--- src/rtl/pwr_switch_ack_emu.sv ---
// Power-switch acknowledge emulator: per-domain programmable on/off
// latency, abort on request reversal and a stall input for stuck switches.
module pwr_switch_ack_emu #(
  parameter int unsigned NUM_DOMAINS = 4,
  parameter int unsigned LAT_W = 8,
  parameter int unsigned ON_LAT_RST = 15,
  parameter int unsigned OFF_LAT_RST = 15,
  parameter logic [NUM_DOMAINS-1:0] ACK_RST = '0,
  localparam int unsigned DOM_W =
    (NUM_DOMAINS > 1) ? $clog2(NUM_DOMAINS) : 1
) (
  input  logic                   clk_i,
  input  logic                   rst_ni,
  input  logic [NUM_DOMAINS-1:0] switch_i,
  input  logic [NUM_DOMAINS-1:0] stall_i,
  input  logic                   cfg_we_i,
  input  logic [DOM_W-1:0]       cfg_dom_i,
  input  logic [LAT_W-1:0]       cfg_on_lat_i,
  input  logic [LAT_W-1:0]       cfg_off_lat_i,
  output logic [NUM_DOMAINS-1:0] ack_o,
  output logic [NUM_DOMAINS-1:0] busy_o,
  output logic [NUM_DOMAINS-1:0] done_o
);

  typedef enum logic {
    IDLE,
    COUNT
  } state_e;

  for (genvar d = 0; d < NUM_DOMAINS; d++) begin : g_dom
    state_e           state_q;
    logic [LAT_W-1:0] cnt_q;
    logic [LAT_W-1:0] on_lat_q;
    logic [LAT_W-1:0] off_lat_q;
    logic [LAT_W-1:0] lat_sel;
    logic [LAT_W-1:0] load_val;
    logic             ack_q;
    logic             busy_q;
    logic             fin_q;
    logic             done_q;
    logic             cfg_hit;

    // Zero latency behaves as one: the counter loads L-1.
    assign lat_sel  = switch_i[d] ? on_lat_q : off_lat_q;
    assign load_val = (lat_sel == '0) ? '0
                    : lat_sel - LAT_W'(1);
    assign cfg_hit  = cfg_we_i
                   && (cfg_dom_i == DOM_W'(d));

    always_ff @(posedge clk_i or negedge rst_ni) begin
      if (!rst_ni) begin
        state_q   <= IDLE;
        cnt_q     <= '0;
        on_lat_q  <= LAT_W'(ON_LAT_RST);
        off_lat_q <= LAT_W'(OFF_LAT_RST);
        ack_q     <= ACK_RST[d];
        busy_q    <= 1'b0;
        fin_q     <= 1'b0;
        done_q    <= 1'b0;
      end else begin
        fin_q  <= 1'b0;
        done_q <= fin_q;
        if (cfg_hit) begin
          on_lat_q  <= cfg_on_lat_i;
          off_lat_q <= cfg_off_lat_i;
        end
        case (state_q)
          IDLE: begin
            if (switch_i[d] != ack_q) begin
              state_q <= COUNT;
              busy_q  <= 1'b1;
              cnt_q   <= load_val;
            end
          end
          COUNT: begin
            priority case (1'b1)
              stall_i[d]: begin
                state_q <= COUNT;
              end
              (switch_i[d] == ack_q): begin
                state_q <= IDLE;
                busy_q  <= 1'b0;
              end
              (cnt_q != '0): begin
                cnt_q <= cnt_q - LAT_W'(1);
              end
              default: begin
                ack_q   <= switch_i[d];
                state_q <= IDLE;
                busy_q  <= 1'b0;
                fin_q   <= 1'b1;
              end
            endcase
          end
          default: begin
            state_q <= IDLE;
            busy_q  <= 1'b0;
          end
        endcase
      end
    end

    assign ack_o[d]  = ack_q;
    assign busy_o[d] = busy_q;
    assign done_o[d] = done_q;
  end

endmodule
--- config.mk ---
export PLATFORM = sky130hd
export DESIGN_NAME = pwr_switch_ack_emu
export DESIGN_NICKNAME = d
export VERILOG_FILES = /design/src/rtl/pwr_switch_ack_emu.sv
export SDC_FILE = /design/constraint.sdc
export NUM_CORES = 1
export LEC_CHECK = 0
export CELL_PAD_IN_SITES_DETAIL_PLACEMENT = 2
export CELL_PAD_IN_SITES_GLOBAL_PLACEMENT = 2
export CORE_AREA = 2 2 156 158
export CTS_CLUSTER_DIAMETER = 120
export DETAILED_ROUTE_END_ITERATION = 7
export DIE_AREA = 0 0 158 160
export GPL_TIMING_DRIVEN = 0
export PLACE_DENSITY_LB_ADDON = 0.05
export SYNTH_ARGS = -nofsm -noshare
export SYNTH_HDL_FRONTEND = slang
export SYNTH_SLANG_ARGS = --single-unit
--- constraint.sdc ---
create_clock -name clk_i -period 2.5 [get_ports clk_i]
set_input_delay 0.75 -clock clk_i [delete_from_list [all_inputs] [get_ports clk_i]]
set_output_delay 0.75 -clock clk_i [all_outputs]
set_load 0.05 [all_outputs]
---- Word level (Yosys, flattened, before mapping) ----
Cells that the tools add are included.
storage, ports and cells
  register bits after elaboration ......... 116
  bits in latches ......................... 0
  memory bits (writable) .................. 0
  memory bits (read-only) ................. 0
  input port bits ......................... 29
  output and inout port bits .............. 12
  logic and storage cells ................. 196
  memories kept ........................... 0
cells by class
  add/sub/neg operators ................... 8
  multiply operators ...................... 0
  divide/modulo/power cells ............... 0
  order comparisons ....................... 0
  equal/unequal tests ..................... 31
  shift operators ......................... 0
  muxes and demuxes ....................... 84
  bitwise logic cells ..................... 16
  reductions and logical operators ........ 25
operators with widths
  kind                                                                   count
  8-bit two-way mux                                                      24
  8-bit case mux with 2 select lines                                     4
  8-bit by 1-bit subtractor with 8-bit output, second input constant     8
  1-bit two-way mux                                                      48
  8-bit zero test                                                        4
  4-bit AND reduction                                                    8
  8-bit nonzero test                                                     4
  2-bit != test, second input constant                                   12
  1-bit inverter                                                         16
  1-bit case mux with 2 select lines                                     8
  3-bit != test, second input constant                                   4
  3-bit AND reduction                                                    4
  2-bit by 1-bit != test with 1-bit output, second input constant        4
  1-bit equality test                                                    4
  2-bit equality test, second input constant                             2
  1-bit logical AND                                                      4
  1-bit != test                                                          4
  2-bit by 1-bit equality test with 1-bit output, second input constant  1
  2-bit zero test                                                        1

---- Logic depth before layout (Yosys ltp) ----
Gate-level depths: netlist of run 1.
  word-level depth ........................ 5
  mapped depth ............................ 8

---- Least setup slack after synthesis of run 1 ----
Ideal clock, no wire load.
  kind .................................... input to register
  start point ............................. in switch_i[2]
  end point ............................... reg g_dom[2].cnt_q[1]
  setup time .............................. 125 ps
  data arrival time ....................... 2369 ps
  required time ........................... 2375 ps
  path slack .............................. 7 ps
  stages on the path ...................... 8
  path buffers ............................ 2
  cells stage by stage .................... buf_2 -> buf_2 -> mux2i_1 -> ha_1 -> o221ai_1 -> o21ai_1 -> o22ai_1 -> mux2_2
on the way
  cells in the longest elaborated chain, start to end .. 5
  elaborated cells on any way between the ends .. 11
ends and longest elaborated chain
  element                                                                         RTL line  text
  from (decl)                                                                     14        input logic [NUM_DOMAINS-1:0] switch_i,
  8-bit two-way mux                                                               44        assign lat_sel = switch_i[d] ? on_lat_q : off_lat_q;
  8-bit by 1-bit subtractor with 8-bit output or 8-bit zero test (tied branches)  46, 45
  8-bit two-way mux                                                               45        assign load_val = (lat_sel == '0) ? '0
  8-bit two-way mux                                                               69        if (switch_i[d] != ack_q) begin
  8-bit case mux with 2 select lines                                              67        case (state_q)
  to (signal assigned)                                                            72        cnt_q <= load_val;
  to (signal assigned)                                                            85        cnt_q <= cnt_q - LAT_W'(1);
  to (decl)                                                                       32        logic [LAT_W-1:0] cnt_q;
Several ways; a longest one is shown, not always the timed one. The select of a mux whose other input is x is not followed.
A chain may end at the register's enable or synchronous reset.

---- Worst setup path after layout of run 1 ----
  start point ............................. reg g_dom[1].busy_q
  end point ............................... out busy_o[1]
RTL lines
  element                 RTL line  text
  from (decl)             38        logic busy_q;
  from (signal assigned)  57        busy_q <= 1'b0;
  from (signal assigned)  71        busy_q <= 1'b1;
  from (signal assigned)  82        busy_q <= 1'b0;
  to (decl)               21        output logic [NUM_DOMAINS-1:0] busy_o,
No word-level cell between the ends.

==> results of run 1 <==
## cell families after synthesis
family                   synth area share [%]
adder cells (fa/ha/maj)                 2.980
flip-flops                              43.81
AO/OA/AOI/OAI                           13.43
AND/OR/NAND/NOR                         14.49
multiplexers                            17.32
XOR/XNOR                                3.781
buffers and inverters                   4.191
## state kept, by name, summed over array words and instances, names as in the netlist
| signal | flops |
|---|---|
| g_dom.ack_q | 4 |
| g_dom.busy_q | 4 |
| g_dom.cnt_q | 32 |
| g_dom.done_q | 4 |
| g_dom.fin_q | 4 |
| g_dom.off_lat_q | 32 |
| g_dom.on_lat_q | 32 |
| g_dom.state_q | 4 |
## area by class of cell
cell class | instances | share of cell area, %
sequential | 116 | 35.42
tap | 324 | 4.879
timing repair buffer | 41 | 5.044
buffer | 36 | 3.268
inverter | 17 | 0.7680
clock buffer | 24 | 6.038
multi-input combinational | 448 | 43.13
clock inverter | 8 | 1.461
## through the flow
stage	worst slack (ns)	instance area, um^2	cells	TNS (ns)	power (W)
after floorplan	0.006552	6718	617	0	0.004793
after global placement	-4.247	7503	979	-474.45	0.005587
after detailed placement	-1.194	7532	980	-37.13	0.005698
after CTS	0.0005819	8287	1014	0	0.008437
after global routing	0.0001069	8309	1014	0	0.008892
final	0.06452	8309	1014	0	0.008313
## power by group through the flow
stage          clock (W)  combinational, W  sequential [W]
6_report         0.00259           0.00267         0.00305
5_1_grt          0.00275           0.00299         0.00316
4_1_cts          0.00267           0.00271         0.00306
3_5_place_dp           0           0.00263         0.00306
3_3_place_gp           0           0.00256         0.00303
2_1_floorplan          0           0.00194         0.00285
## timing repair
action	CTS	global route
buffers inserted	2	0
gates resized for setup	40	12
pin swaps	2	2
setup endpoints to repair	39	20
## worst max path at each step
stage,endpoint,slack (ns),start
after floorplan,g_dom[2].cnt_q[1],0.007,switch_i[2]
after global placement,g_dom[0].cnt_q[0],-4.25,rst_ni
after detailed placement,g_dom[2].cnt_q[1],-1.19,switch_i[2]
after CTS,ack_o[3],0.0006,g_dom[3].ack_q
after global routing,busy_o[1],0.0001,g_dom[1].busy_q
final,busy_o[1],0.06,g_dom[1].busy_q
## critical path, delay by kind of cell (launching register included)
kind	cells	cell delay, ns
buffers and inverters	2	0.90
DFF	1	0.37
## layout by cell type, fill, tap and decap left out, drive strengths merged, types with 16 or more instances in the layout
| cell | Yosys | layout |
|---|---|---|
| inv | 17 | 17 |
| nor2 | 25 | 25 |
| mux2 | 74 | 74 |
| clkbuf | 11 | 36 |
| dfstp | 32 | 32 |
| clkdlybuf4s50 | 0 | 29 |
| ha | 16 | 16 |
| o21ai | 44 | 44 |
| buf | 25 | 29 |
| mux2i | 33 | 33 |
| nor3b | 23 | 23 |
| dfrtp | 84 | 84 |
| xnor2 | 18 | 18 |
| nor3 | 44 | 44 |
| nand2 | 27 | 27 |
## layer usage
metal / routed length, um / part of all wire (%)
met3: 468 / 2.3
met2: 9920 / 49
met4: 186 / 0.92
met1: 9724 / 48
met5: 0 / 0
==> results.py, run 1 <==
metrics = {
    "outcome": {
        "status": "complete, no violations",
    },
    "synth": {
        "syn_avg_cell_area_um2": 10.89,
        "seq_area_frac_synth_pct": 43.81,
        "yosysWarnings": 0,
        "synth.area.top_cells": "dfrtp_1 (31%), dfstp_2 (13%), mux2_2 (12%)",
        "syn_area_mm2": 0.006718,
        "netlist_instances": 617,
        "yosysMostFrequentCell": "dfrtp_1",
        "synth-async-reset-ratio_pct": 100.0,
        "synth-main-ff-cell": "dfrtp_1",
        "yosysTopAreaCell": "dfrtp_1",
        "syn_nets": 662,
        "synth-seq-cells": 116,
        "synth-edff-count": 0,
        "yosys.area.top_type_share_pct": 31.29,
        "synthTopCellsByCount": "dfrtp_1 (84), mux2_2 (72), nor3_1 (42), o21ai_0 (38), mux2i_1 (33)",
        "synth_cell_types": 67,
    },
    "critical_path": {
        "rr_startpoint": "g_dom[1].cnt_q[0]",
        "setup.worst_path.start_class": "flop",
        "r2r-end": "g_dom[1].cnt_q[4]",
        "slowest_delay_ns": 0.79,
        "reg2reg_slack_ns": 0.20,
        "worstSetupPathType": "reg2out",
        "critical_path.cell_chain": "buf_4 > clkdlybuf4s50_1",
        "worst-path-max-fanout": 3,
        "rr_worst_depth": 7,
        "cp-end-kind": "output port",
        "worstPathArrival_ns": 1.69,
        "worst_path_max_delay_cell": "clkdlybuf4s50_1",
        "cp_data_required_time_ns": 1.75,
    },
    "routing": {
        "drtPass1Iterations": 4,
        "num_vias": 5187,
        "routed_via_density": 5.115,
        "drcViolationCount": 0,
        "ant_nets": 0,
        "wl_mm": 20.30,
        "wl_per_cell_um": 20.02,
        "drt-initial-drc-count": 159,
    },
    "die": {
        "initial_core_util_pct": 28.20,
        "fp.dieH_um": 160,
        "dieArea_mm2": 0.02528,
        "coreArea_mm2": 0.02382,
        "boundaryPins": 41,
        "die_w_um": 158,
        "rows": 57,
    },
    "cts": {
        "cts_tree": "done",
        "root_buffer": "clkbuf_16",
        "clkSlewWorstSetupHoldPaths_ns": 0.06,
        "cts_max_path_buffers": 2,
        "holdBufCountCts": 0,
        "cts_buffers": 17,
        "insertion_delay_ns": 0.42,
        "cts_max_level": 4,
        "cts.sinks": 116,
    },
    "global_route": {
        "gr-usage-all-layers_pct": 17.09,
        "grt_overflow": 0,
        "grt_max_degree": 87,
        "antenna_found_initial": 0,
        "grt_pass1_wl_mm": 33.35,
        "grt_pass1_vias": 5770,
        "use_met3_pct": 3.039,
        "grt_util_met2_pct": 27.81,
        "top_usage_layer": "met2",
        "use_met1_pct": 23.47,
    },
    "sta": {
        "worst_slew_pin_slew_ns": 0.7167,
        "setup_viol": 0,
        "skew_ns": 0.01136,
        "timing.hold.ws_ns": 0.2121,
        "finalMaxSlewViolations": 0,
        "rsz0062_at_grt": "no",
        "slew_headroom_pct": 51.55,
        "clock.fmax_mhz": 410.6,
        "hold_viol": 0,
        "fin_crit_sh_pct": 97.42,
        "min_period_ns": 2.435,
    },
    "power_and_ir_drop": {
        "power.net_switching_w": 0.002941,
        "p_int_w": 0.005372,
        "power_density_mw_per_mm2": 1000,
        "power.leakage_nw": 3.261,
        "pwr-share-comb_pct": 32.1,
        "seqPwrFrac_pct": 36.7,
        "swShare_pct": 35.37,
        "vdd_drop_max_v": 0.0003562,
        "clkPwrFrac_pct": 31.2,
    },
    "finish": {
        "multi_input_area_mm2": 0.003583,
        "fillerInstances": 2554,
        "layout.nets": 722,
        "drive_above_1_share_pct": 28.70,
        "insertedDiodeCount": 0,
        "regArea_mm2": 0.002943,
        "area_growth_pct": 23.69,
        "final_util_pct": 34.88,
    },
    "flow_run": {
        "maxCapViolations": 0,
    },
    "placement": {
        "place_hpwl_mm": 14.57,
        "portBuffers": 38,
        "place_congestion": 0.7430,
    },
    "worst_hold_path": {
        "hold_path_class": "in2async",
    },
}
Power figures use the tool's default switching activity.
==> run 2, diff against run 1 <==
Settings changed: CORE_AREA 2 2 156 158 to 3 3 157 159, DIE_AREA 0 0 158 160 to 0 0 160 162, GPL_TIMING_DRIVEN 0 to not set.
==> results.py, run 2 (synthesis results as in run 1) <==
metrics = {
    "outcome": {
        "status": "complete, no violations",
    },
    "sta": {
        "worst_slew_pin_slew_ns": 0.5385,
        "clock.fmax_mhz": 409.8,
        "skew_ns": 0.01205,
        "hold_viol": 0,
        "finalMaxSlewViolations": 0,
        "finalWorstSetupSlack_ns": 0.05989,
        "rsz0062_at_grt": "yes",
        "setup_viol": 0,
        "fin_crit_sh_pct": 97.60,
        "min_period_ns": 2.440,
        "slew_headroom_pct": 64.10,
        "timing.hold.ws_ns": 0.3216,
    },
    "routing": {
        "m1WireLength_mm": 9.710,
        "wl_mm": 20.37,
        "highest-signal-layer": "met4",
        "drcViolationCount": 0,
        "wl_per_cell_um": 19.46,
        "drtPass1Iterations": 4,
        "routed_via_density": 5.088,
        "ant_nets": 0,
        "num_vias": 5327,
        "drt-initial-drc-count": 144,
        "wl_met2_mm": 10.02,
        "routed-wl-met3_um": 412,
    },
    "global_route": {
        "grt_max_degree": 64,
        "grt_pass1_wl_mm": 33.64,
        "gr-usage-all-layers_pct": 16.32,
        "antenna_found_initial": 0,
        "grt_pass1_vias": 5982,
        "grt_overflow": 0,
    },
    "placement": {
        "place_hpwl_mm": 14.96,
        "portBuffers": 40,
        "place_ws_ns": -0.4843,
        "place_congestion": 0.7598,
        "placed_cells": 1011,
    },
    "cts": {
        "insertion_delay_ns": 0.42,
        "clkSlewWorstSetupHoldPaths_ns": 0.06,
        "cts_tree": "done",
        "root_buffer": "clkbuf_16",
        "cts_max_path_buffers": 2,
        "cts.sinks": 116,
        "cts_buffers": 17,
        "holdBufCountCts": 0,
        "cts_max_level": 4,
    },
    "critical_path": {
        "setup.worst_path.start_class": "input port",
        "worst_path_max_delay_cell": "clkdlybuf4s50_1",
        "critical_path.cell_chain": "clkdlybuf4s50_1 > buf_12 > buf_4 > nor4_1 > o22ai_1 > xor2_1 > a211oi_2 > a211oi_1",
        "worstPathArrival_ns": 2.76,
        "cp-end-kind": "flop",
        "cp_data_required_time_ns": 2.82,
        "crit_family": "buffers and inverters",
        "worstSetupPathType": "in2reg",
        "path_buf_inv": 3,
        "worst-path-max-fanout": 13,
        "slowest_delay_ns": 0.45,
    },
    "die": {
        "boundaryPins": 41,
        "fp.dieH_um": 162,
        "initial_core_util_pct": 28.71,
        "rows": 56,
        "coreArea_mm2": 0.02340,
        "dieArea_mm2": 0.02592,
        "die_w_um": 160,
    },
    "power_and_ir_drop": {
        "power.leakage_nw": 3.445,
        "p_total_w": 0.008248,
        "power_density_mw_per_mm2": 967.1,
        "vdd_drop_max_v": 0.0003198,
    },
    "flow_run": {
        "maxCapViolations": 0,
    },
    "worst_hold_path": {
        "hold_path_class": "in2async",
    },
    "finish": {
        "final_cells": 1047,
        "area_growth_pct": 26.97,
        "reg.largest.list": "g_dom.cnt_q x32, g_dom.off_lat_q x32, g_dom.on_lat_q x32",
        "most-common-layout-cells": "dfrtp_1 (84), mux2_2 (72), buf_4 (71)",
        "layout_commonest_cell": "dfrtp_1",
        "drive_above_1_share_pct": 31.77,
        "layout.nets": 759,
    },
}
run 2: changes by cell type in the layout (fill, tap and decap cells not counted), sizes merged:
cell	before	now
dlygate4sd2	3	0
clkinvlp	1	0
clkinv	4	3
diode	0	1
clkdlybuf4s50	29	38
bufinv	3	1
buf	29	75
clkbuf	36	28
clkdlybuf4s15	3	0
run 2: path summary, 6_finish.rpt:
kind                       depth (start not counted)                    end         startpoint  slack (ns)
hold reg to reg                                    0        g_dom[3].done_q     g_dom[3].fin_q        0.34
setup / recovery                                   8      g_dom[3].cnt_q[5]        switch_i[3]        0.06
hold / removal                                     2      g_dom[1].cnt_q[3]             rst_ni        0.32
min in group clk_i                                 0        g_dom[3].done_q     g_dom[3].fin_q        0.34
max in group asynchronous                          2  g_dom[3].off_lat_q[1]             rst_ni        1.79
setup reg to reg                                   6      g_dom[0].cnt_q[4]  g_dom[0].cnt_q[4]        0.27
run 2: final cells by class:
class | instances | area (um^2)
Inverter | 17 | 63.81
Clock inverter | 4 | 45.04
Sequential cell | 116 | 2943
Tap cell | 319 | 399.1
Antenna cell | 1 | 2.502
Multi-Input combinational cell | 448 | 3553
Timing Repair Buffer | 114 | 1006
Fill cell | 2578 | 14870
Clock buffer | 28 | 516.7
run 2: worst register-to-register path, delay by kind of cell (launching register included):
| family | cells | cell delay (ns) |
|---|---|---|
| AND/OR/NAND/NOR | 2 | 0.91 |
| AO/OA/AOI/OAI | 3 | 0.59 |
| flip-flops | 1 | 0.45 |
| buffers and inverters | 1 | 0.15 |
run 2: per-layer routing:
metal / global-route usage [%] / vias to the layer above
met1: 21.38 / 2760
met2: 27.67 / 49
met4: 4.576 / 0
li1: - / 2504
met3: 3.060 / 14
met5: 0 / -
run 2: where the power goes:
group	switching, W	internal [W]	total [W]
clock	0.000869	0.00150	0.00236
sequential	0.000661	0.00246	0.00312
combinational	0.00143	0.00134	0.00277
total	0.00296	0.00529	0.00825
run 2: through the flow:
stage / TNS (ns) / utilization (%) / instance area, um^2
finish: 0 / 36.45 / 8529
global route: -0.02431 / 36.44 / 8527
CTS: 0 / 36.04 / 8433
detailed placement: -9.352 / 33.62 / 7868
global placement: -7.630 / 33.62 / 7868
floorplan: 0 / - / 6718
run 2: repair_timing:
| item | 4_1_cts | 5_1_grt |
|---|---|---|
| endpoints found under the setup margin | 1 | 18 |
| cloned | 0 | 0 |
| pin swaps | 0 | 1 |
| resized for setup | 1 | 11 |
| buffers inserted | 0 | 3 |
